### src/rtl/comp_arbiter.sv
// comp_arbiter: round-robin share of one LANES-wide approximate compressor bank among NREQ requesters
// ports: req_valid/req_ready with packed p,q,r,s operands in; res_sum/res_carry/res_id registered out, res_valid/res_ready handshake
// COMP_ARB_STATS_EN adds stats_clr input and grant_cnt output (per-requester 16-bit accept counters)
module comp_arbiter #(
  parameter int NREQ = 4,
  parameter int LANES = 8,
  parameter int IDW = 2
) (
  input  logic                   clk,
  input  logic                   rst_n,
  input  logic [NREQ-1:0]        req_valid,
  output logic [NREQ-1:0]        req_ready,
  input  logic [NREQ*LANES-1:0]  req_p,
  input  logic [NREQ*LANES-1:0]  req_q,
  input  logic [NREQ*LANES-1:0]  req_r,
  input  logic [NREQ*LANES-1:0]  req_s,
  output logic                   res_valid,
  input  logic                   res_ready,
  output logic [LANES-1:0]       res_sum,
  output logic [LANES-1:0]       res_carry,
  output logic [IDW-1:0]         res_id
`ifdef COMP_ARB_STATS_EN
  ,
  input  logic                   stats_clr,
  output logic [NREQ*16-1:0]     grant_cnt
`endif
);
  localparam int PW = $clog2(NREQ);
  logic [PW-1:0] ptr_q, ptr_d, win;
  logic res_valid_q, res_valid_d, acc;
  logic [LANES-1:0] sum_q, sum_d, carry_q, carry_d, p_w, q_w;
  logic [IDW-1:0] id_q, id_d;
  logic unused_rs;
  assign unused_rs = ^{req_r, req_s};
  // descending scan so the last overwrite is the first valid at or after ptr
  always_comb begin
    win = '0;
    for (int o = NREQ - 1; o >= 0; o--)
      if (req_valid[(int'(ptr_q) + o) % NREQ]) win = PW'((int'(ptr_q) + o) % NREQ);
  end
  always_comb begin
    acc = rst_n & (~res_valid_q | res_ready) & (|req_valid);
    req_ready = acc ? NREQ'(1) << win : '0;
    p_w = req_p[win*LANES +: LANES];
    q_w = req_q[win*LANES +: LANES];
    res_valid_d = acc | (res_valid_q & ~res_ready);
    sum_d = acc ? p_w & q_w : sum_q;
    carry_d = acc ? p_w | q_w : carry_q;
    id_d = acc ? IDW'(win) : id_q;
    ptr_d = acc ? (win == PW'(NREQ - 1) ? '0 : win + 1'b1) : ptr_q;
  end
  always_ff @(posedge clk) begin
    if (!rst_n) begin
      res_valid_q <= 1'b0;
      sum_q <= '0;
      carry_q <= '0;
      id_q <= '0;
      ptr_q <= '0;
    end else begin
      res_valid_q <= res_valid_d;
      sum_q <= sum_d;
      carry_q <= carry_d;
      id_q <= id_d;
      ptr_q <= ptr_d;
    end
  end
  assign res_valid = res_valid_q;
  assign res_sum = sum_q;
  assign res_carry = carry_q;
  assign res_id = id_q;
`ifdef COMP_ARB_STATS_EN
  logic [NREQ*16-1:0] cnt_q, cnt_d;
  // clear happens before the increment so a same-cycle accept lands on 1
  always_comb begin
    cnt_d = cnt_q;
    for (int i = 0; i < NREQ; i++)
      cnt_d[i*16 +: 16] = (stats_clr ? 16'h0 : cnt_q[i*16 +: 16]) + 16'(acc && win == PW'(i));
  end
  always_ff @(posedge clk) begin
    if (!rst_n) cnt_q <= '0;
    else cnt_q <= cnt_d;
  end
  assign grant_cnt = cnt_q;
`endif
endmodule

### config.mk
export PLATFORM = sky130hd
export DESIGN_NAME = comp_arbiter
export DESIGN_NICKNAME = d
export VERILOG_FILES = /design/src/rtl/comp_arbiter.sv
export SDC_FILE = /design/constraint.sdc
export NUM_CORES = 1
export LEC_CHECK = 0
export ABC_AREA = 1
export BUFFER_PORTS_ARGS = -buffer_cell sky130_fd_sc_hd__buf_2
export CORE_MARGIN = 1
export CORE_UTILIZATION = 39
export DETAILED_ROUTE_END_ITERATION = 10
export MAX_ROUTING_LAYER = met4
export PLACE_DENSITY = 0.86
export SLEW_MARGIN = 20
export SYNTH_ARGS = -nofsm -noshare
export SYNTH_HDL_FRONTEND = slang
export SYNTH_SLANG_ARGS = --single-unit
### constraint.sdc
create_clock -name clk -period 1.95 [get_ports clk]
set_input_delay 0.0975 -clock clk [delete_from_list [all_inputs] [get_ports clk]]
set_output_delay 0.0975 -clock clk [all_outputs]
set_load 0.02 [all_outputs]
# --- After elaboration in Yosys (flattened, before gate mapping) ---
# Index checks and enable logic that the tools add are counted.
totals:
  mem_bits_rw: 0
  word_cells: 50
  rom_bits: 0
  input_bits: 135
  reg_bits: 21
  out_inout_bits: 23
  latch_bits: 0
  n_memories: 0
op_classes:
  magnitude_cmp: 4
  shifts: 3
  n_mul: 0
  addsub: 4
  mux: 17
  n_eq_ne: 1
  reduce_logical: 4
  bitwise_logic: 12
  n_div: 0
ops:
  columns: ["operator", "n"]
  rows:
  - ["$shiftx 32x6->8", 2]
  - ["$lt 3x4->1 const B", 3]
  - ["$mux 2", 5]
  - ["$and 8x8->8", 1]
  - ["$bmux 1 s2", 4]
  - ["$or 8x8->8", 1]
  - ["$mux 1", 7]
  - ["$reduce_or 2->1", 3]
  - ["$add 2x1->2 const B", 2]
  - ["$add 2x2->2 const B", 2]
  - ["$mux 4", 1]
  - ["$reduce_or 4->1", 1]
  - ["$shl 1x2->4 const A", 1]
  - ["$and 1x1->1", 3]
  - ["$and 1x1->1 const A", 3]
  - ["$lt 2x3->1 const B", 1]
  - ["$eq 2x2->1 const B", 1]
  - ["$not 1->1", 2]
  - ["$or 1x1->1", 2]

# --- Depth between registers and ports, before layout ---
# Gate-level depths: netlist of run 1.
depth:
  depth_word: 12
  ltp_mapped: 15
  ltp_nobuf: 15

# --- Worst setup path before layout of run 1 ---
# No wires, ideal clock.
synth_path:
  kind: "register to output"
  from: "reg ptr_q[0]"
  to: "out req_ready[3]"
  n_path_buf: 1
  slack_ps: 72
  path_stages_with_launch: 13
  arrival_ps: 1781
  path_cell_list: "dfxtp_1 > inv_2 > nand2_1 > nand3_1 > nand2_1 > nand2_1 > nand2_1 > nand2_1 > a21boi_4 > buf_6 > ha_1 > inv_1 > nor2_1"
synth_via:
  elab_chain_cells: 10
  word_cells_on_any_way: 20
  classes_between: "3 x add/sub; 1 x shift; 16 x mux"
synth_rtl:
  columns: ["element", "line_no", "source"]
  rows:
  - ["start, declared", "29", "logic [PW-1:0] ptr_q, ptr_d, win;"]
  - ["start signal, assigned", "64", "ptr_q <= ptr_d;"]
  - ["$add 2x2->2", "39", "if (req_valid[(int'(ptr_q) + o) % NREQ]) win = PW'((int'(ptr_q) + o) % NREQ);"]
  - ["$bmux 1 s2", "39", null]
  - ["$mux 1 (implied by the code) (2 in series)", "39", null]
  - ["$mux 2 (3 in series)", "39", null]
  - ["$mux 2 (*)", "39", null]
  - ["via win[1]", "29", null]
  - ["$shl 1x2->4 (*)", "43", "req_ready = acc ? NREQ'(1) << win : '0;"]
  - ["$mux 4 (*)", "43", null]
  - ["end, declared", "12", "output logic [NREQ-1:0] req_ready,"]
# Mark *: on every way through the listed nets, which the timed path passes. The rest lies on a longest branch. The select of a mux whose other input is x is not followed.

# --- Worst setup path after layout of run 1 ---
layout_path:
  from: "reg ptr_q[0]"
  to: "out req_ready[2]"
layout_via:
  elab_chain_cells: 10
  word_cells_on_any_way: 20
  classes_between: "3 x add/sub; 1 x shift; 16 x mux"
layout_rtl:
  columns: ["element", "line_no"]
  rows:
  - ["$add 2x2->2", "39"]
  - ["$bmux 1 s2", "39"]
  - ["$mux 1 (implied by the code) (2 in series)", "39"]
  - ["$mux 2 (3 in series)", "39"]
  - ["$mux 2 (*)", "39"]
  - ["$shl 1x2->4 (*)", "43"]
  - ["$mux 4 (*)", "43"]
# Mark *: on every way between the ends. The rest lies on a longest branch, timed or not. The select of a mux whose other input is x is not followed.

==> flow_summary_export.csv, run 1 <==
group,metric,value,unit
die,row_count,24,
logic_synthesis,synth_flop_cell,"dfxtp_1",
sta,postLayoutSetupSlackWorst,-0.0560,ns
placed_design,numPortBuffers,93,
logic_synthesis,ys_top_cells_by_count,"nand2_1, nand3_1, inv_1",
sta,hold_viol_final,0,
die,die_w,70.5,um
route,routedWlPerCell,12.9,um
power,net-switching-power,0.00277,W
global_route,grt_overflow,0,
sta,max-slew-margin-rel,63.8,%
clocking,htree_levels,1,
logic_synthesis,synth.cell_area,1830,sq um
global_route,grt_usage,23.9,%
route,routed_wl,6150,um
finish,fillers,387,
setup_path,rrSetupSlack,0.01,ns
die,die-area,4970,sq um
finish,syn_to_final_growth,59.4,%
global_route,grt_pass1_vias,2204,
power,p_leak,1.63,nW
die,die_y,70.5,um
clocking,clkLatencyLatePin,0.26,ns
clocking,cts_tree,"done",
setup_path,critical_path_required,1.85,ns
power,p_sw_share,52.1,%
die,io-pin-count,158,
setup_path,startpoint_type,"flip-flop",
route,drc,13,
hold_path,worstHoldStart,"res_ready",
logic_synthesis,yosys.area.top_type_share,23.0,%
die,initial_core_util,41.1,%
logic_synthesis,post_synth.cell_area_avg,5.80,sq um
route,drt_pre_antenna_iters,7,
die,core-area,4440,sq um
hold_path,hold_path_end,"res_valid",
power,powerDensity,1820,nW/um^2
sta,period_needed,2.01,ns
job,cap_violations,0,
power,power.share.combinational,79.2,%
logic_synthesis,yosysTopAreaCell,"dfxtp_1",
logic_synthesis,yosys_warnings,0,
clocking,clockBufferDepth,2,
setup_path,timing.rr.start,"ptr_q[0]",
setup_path,path_delay_family,"simple AND/OR/NAND/NOR gates",
setup_path,critical_path.max_fanout,8,
logic_synthesis,ys_top_cells_by_area,"dfxtp_1, nand2_1, nand3_1, inv_1, nand3b_1",
clocking,numCtsBuffers,3,
power,p_total,0.00531,W
clocking,cts_hold_buf,0,
setup_path,worstSetupEndpointType,"output port",
sta,setup_viol,4,
setup_path,r2r-end,"res_carry[6]",
route,viasPerCell,5.06,
sta,holdWs,0.193,ns
clocking,clkTransAtPathRegs,0.08,ns
sta,fmax,498,MHz
global_route,grt_max_degree,23,
finish,drive_above_1_share,45.4,%
clocking,clock-sinks,21,
route,drtIter0Drc,136,
logic_synthesis,synth_nets,454,
run_status,violations,"DRC, setup timing",
logic_synthesis,yosys.cell_types.count,23,
setup_path,reg2regPathDepth,15,
logic_synthesis,synth_seq_area_share,23.0,%
hold_path,hold_path_depth,4,
placed_design,place_hpwl,4080,um
run_status,status,"finished, violations left",
finish,final_cells,477,
hold_path,min_path_type,"in -> reg",
global_route,antenna_found_initial,0,
finish,final_core_util,65.6,%
finish,fin_nets,565,
setup_path,critPathKind,"reg -> out",
global_route,grt_pass1_wl,9320,um
sta,tightestPinTransition,0.542,ns
sta,grt_setup_unrepaired,"true",
sta,slew_violations,0,
setup_path,worstPathArrival,1.91,ns
power,p_int,0.00254,W
power,p_seq_share,15.2,%
sta,period_share,103,%
logic_synthesis,syn_inst,315,
route,vias,2414,
route,ant_nets,0,
power,p_clk_share,5.6,%
logic_synthesis,synth-edff-count,0,
sta,clock_skew,0.00212,ns
setup_path,crit_buf_inv,5,
clocking,cts-root-buf,"clkbuf_8",
logic_synthesis,ys_ff_latch,21,
power,vdd_ir_drop_max,0.00112,V
finish,diodes,0,
setup_path,slowest_delay,0.41,ns
logic_synthesis,yosysMostFrequentCell,"nand2_1",
logic_synthesis,synthArstFlopShare,0,%
placed_design,gp_congestion,0.813,
setup_path,slowest_stage,"dfxtp_4",
placed_design,dp.cells,457,
setup_path,worstPathCellList,"inv_8 > nand2_4 > nand3_4 > nand2_1 > inv_2 > nand2_1 > nand2_2 > nand2_8 > inv_4 > ha_4 > inv_2 > nor2_1 > buf_4",
==> power groups by stage <==
stage | combinational (W) | clock [W] | sequential (W)
2_1_floorplan | 0.00202 | 0 | 0.000973
3_3_place_gp | 0.00291 | 0 | 0.000756
3_5_place_dp | 0.00299 | 0 | 0.000761
4_1_cts | 0.00330 | 0.000296 | 0.000764
5_1_grt | 0.00460 | 0.000314 | 0.000835
6_report | 0.00420 | 0.000295 | 0.000807
==> layout by cell type, fill, tap and decap left out, drive strengths merged <==
cell / instances
a21oi: 2
o21ai: 9
clkinv: 1
nor4: 1
clkbuf: 3
nor2: 19
a21boi: 1
nor3: 1
nand2: 110
nand3b: 17
buf: 121
dfxtp: 21
nand3: 67
inv: 47
o22ai: 1
ha: 4
==> sequential cells by signal (all words and copies together), names as in the netlist <==
name and cells:
res_carry 8, res_sum 8, ptr_q 2, res_id 2
res_valid 1
==> per-layer routing <==
metal	up-vias	routed length (um)	track usage [%]	part of all wire (%)
li1	1212	-	-	-
met1	1105	2490	28.0	41
met2	87	3210	42.9	52
met3	10	321	2.02	5.2
met4	0	122	7.48	2.0
met5	-	0	-	0
==> worst max path at each step <==
stage / start / end / depth (start not counted)
final: ptr_q[0] / req_ready[2] / 13
after global routing: ptr_q[0] / req_ready[2] / 14
after CTS: ptr_q[0] / req_ready[2] / 14
after detailed placement: ptr_q[0] / res_carry[3] / 16
after global placement: ptr_q[0] / res_carry[3] / 16
after floorplan: ptr_q[0] / req_ready[3] / 12
==> cell families (layout without fill, tap and decap cells) <==
family                     Yosys count  count (layout)  synth area share, %
DFF                                 21              21                 23.0
buffers and inverters               62             172                 15.4
adders and majority gates            4               4                 2.74
and+or+nand+nor                    215             215                 54.5
AOI/OAI and AO/OA                   13              13                 4.38
==> metrics by stage <==
stage / setup slack (ns) / area [sq um] / setup TNS (ns)
2_1_floorplan: 0.0719 / 1830 / 0
3_3_place_gp: -0.00692 / 2370 / -0.00692
3_5_place_dp: -0.0529 / 2370 / -0.106
4_1_cts: 0.00199 / 2540 / 0
5_1_grt: -0.158 / 2910 / -1.18
6_report: -0.0560 / 2910 / -0.109
==> worst reg2reg max path, cell delays in order, from the launching register on <==
cell and delay (ns):
dfxtp_4 0.45, inv_8 0.07, nand2_8 0.07, nor2_4 0.04, nor2_4 0.11, nand3_2 0.12
nand2_1 0.09, nand2_2 0.10, nand2_8 0.12, buf_6 0.13, buf_12 0.13, nand2_2 0.05
nand3_2 0.07, nand3_2 0.09, nor2_2 0.13, nor2_1 0.06
==> what timing repair did <==
action	4_1_cts	5_1_grt
gates resized for setup	17	80
setup endpoints to repair	10	20
buffers inserted	10	7
pin swaps	9	28
==> area by class of cell <==
cell class / count / area (sq um) / area share, %
Multi-Input combinational cell: 232 / 1430 / 49.1
Timing Repair Buffer: 121 / 753 / 25.8
Sequential cell: 21 / 428 / 14.7
Inverter: 47 / 191 / 6.57
Tap cell: 52 / 65.1 / 2.23
Clock buffer: 3 / 41.3 / 1.42
Clock inverter: 1 / 5.00 / 0.172
Power figures use the tool's default switching activity.
==> run 2, diff against run 1 <==
- BUFFER_PORTS_ARGS: -buffer_cell sky130_fd_sc_hd__buf_2 -> not set
- CORE_UTILIZATION: 39 -> 50
- DONT_BUFFER_PORTS: not set -> 1
- PLACE_DENSITY: 0.86 -> 0.69
==> run 2 against run 1 <==
The flow finishes with violations (setup timing). Core utilization is 0.18 points higher. Sequential share of layout area increased by 4.4 points. First-iteration DRC count down 35%. Hold slack worse by 0.18 ns. Critical path type unchanged. Via count shrank 15%. Non-clock buffer count decreased by 93. Clock skew hardly changed. Critical path depth down 1. Critical endpoint is now req_ready[0]. Global-route usage is 1.4 points higher. Clock power shrank 29%. Power fell by 16%.
==> flow_summary_export.csv, run 2 (same netlist as run 1, synthesis figures left out) <==
group,metric,value,unit
die,row_count,21,
sta,clock_skew,0.00252,ns
global_route,grt_pass1_vias,1835,
placed_design,numPortBuffers,0,
sta,fmax,500,MHz
global_route,grt_max_degree,22,
setup_path,critical_path_required,1.85,ns
power,p_total,0.00444,W
power,p_int,0.00208,W
sta,hold_viol_final,0,
clocking,cts_tree,"done",
finish,syn_to_final_growth,22.9,%
finish,multiInputGateArea,1280,sq um
setup_path,reg2regPathDepth,13,
clocking,clkTransAtPathRegs,0.11,ns
sta,max-slew-margin-rel,70.9,%
clocking,htree_levels,1,
finish,fin_nets,472,
route,vias,2040,
sta,period_needed,2.00,ns
job,cap_violations,0,
placed_design,gp_congestion,0.854,
hold_path,hold_path_end,"res_sum[6]",
route,viasPerCell,5.40,
finish,final_common_cell,"nand2_1",
power,powerDensity,1980,nW/um^2
clocking,clock-sinks,21,
clocking,numCtsBuffers,3,
global_route,grt_overflow,0,
die,initial_core_util,53.5,%
clocking,clockBufferDepth,2,
sta,setup_viol,3,
power,net-switching-power,0.00236,W
power,power.share.combinational,72.0,%
global_route,grt_usage,25.3,%
die,core-area,3420,sq um
setup_path,rrSetupSlack,0.04,ns
clocking,clkLatencyLatePin,0.30,ns
route,routed_wl,4940,um
hold_path,worstHoldStart,"rst_n",
route,ant_nets,0,
route,routedWlPerCell,13.1,um
finish,diodes,0,
die,die_y,62.5,um
setup_path,timing.rr.start,"ptr_q[0]",
route,drc,0,
power,p_leak,1.18,nW
power,p_sw_share,53.2,%
die,io-pin-count,158,
die,die_w,62.5,um
sta,postLayoutSetupSlackWorst,-0.0502,ns
run_status,violations,"setup timing",
hold_path,min_path_type,"in -> reg",
route,drtIter0Drc,89,
power,vdd_ir_drop_max,0.000744,V
setup_path,startpoint_type,"flip-flop",
placed_design,place_hpwl,3520,um
run_status,status,"finished, violations left",
finish,register_area,428,sq um
die,die-area,3900,sq um
sta,slew_violations,0,
setup_path,critical_path.max_fanout,6,
setup_path,worstPathArrival,1.90,ns
global_route,antenna_found_initial,0,
hold_path,hold_path_depth,4,
sta,tightestPinTransition,0.434,ns
finish,fillers,325,
sta,period_share,103,%
power,p_seq_share,23.3,%
finish,drive_above_1_share,22.3,%
setup_path,r2r-end,"res_carry[4]",
setup_path,critPathKind,"reg -> out",
finish,final_cell_mix,"nand2_1, nand3_1, inv_1",
finish,final_core_util,65.8,%
clocking,cts-root-buf,"clkbuf_4",
sta,grt_setup_unrepaired,"true",
global_route,grt_pass1_wl,7820,um
route,drt_pre_antenna_iters,4,
placed_design,dp_slack,0.0392,ns
sta,setup_tns,-0.149,ns
setup_path,worstSetupEndpointType,"output port",
power,p_clk_share,4.7,%
run 2: cell count changes in the layout (fill, tap and decap cells not counted), sizes merged:
cell	previous run	this run
buf	121	27
clkbuf	3	4
clkinv	1	0
dlygate4sd3	0	1
run 2: what timing repair did:
action                                  in CTS  in global routing
pin swaps                                   12                 14
endpoints found under the setup margin       4                 20
setup buffers                                7                  3
hold endpoints to repair                    11                  0
gates cloned                                 0                  0
hold buffers                                 1                  0
gates resized for setup                     20                 38
run 2: power by group through the flow:
stage	Combinational [W]	Clock [W]	Sequential (W)
2_1_floorplan	0.00202	0	0.000973
3_3_place_gp	0.00254	0	0.00101
3_5_place_dp	0.00257	0	0.00102
4_1_cts	0.00286	0.000216	0.00102
5_1_grt	0.00357	0.000234	0.00106
6_report	0.00320	0.000209	0.00103
run 2: layer usage:
metal | routed length (um) | global-route usage [%] | share of wire (%)
met4 | 50 | 4.07 | 1.0
met2 | 2570 | 46.9 | 52
met5 | 0 | - | 0
met1 | 2010 | 27.2 | 41
met3 | 313 | 6.39 | 6.3
run 2: final cells by class:
cell class / instances / share of cell area, %
flip-flops and latches: 21 / 19.1
repair buffers: 28 / 11.6
well taps: 46 / 2.56
inverters: 47 / 8.41
clock buffers: 4 / 1.17
multi-input cells: 232 / 57.2
run 2: stage by stage:
step,area (sq um),hold slack [ns],cells
2_1_floorplan,1830,0.289,315
3_3_place_gp,1930,0.232,363
3_5_place_dp,1930,0.236,363
4_1_cts,2090,0.00901,375
5_1_grt,2250,0.0176,378
6_report,2250,0.0166,378
run 2: worst max-delay path: stages (launching register included):
cell	delay, ns
dfxtp_4	0.44
nand2_2	0.10
nor2_1	0.19
nor2_4	0.08
nand3_4	0.08
nand2_2	0.05
nand2_2	0.08
nand2_4	0.08
inv_4	0.07
ha_2	0.15
inv_1	0.03
nor2_1	0.09
buf_4	0.15
run 2: worst max path at each step:
stage              from           end  slack (ns)  cells after the start
6_report       ptr_q[0]  req_ready[0]       -0.05                     12
5_1_grt        ptr_q[0]  req_ready[0]       -0.18                     12
4_1_cts        ptr_q[1]  req_ready[1]       -0.06                     13
3_5_place_dp   ptr_q[0]    res_sum[1]        0.04                     15
3_3_place_gp   ptr_q[0]  req_ready[0]        0.03                     14
2_1_floorplan  ptr_q[0]  req_ready[3]        0.07                     12
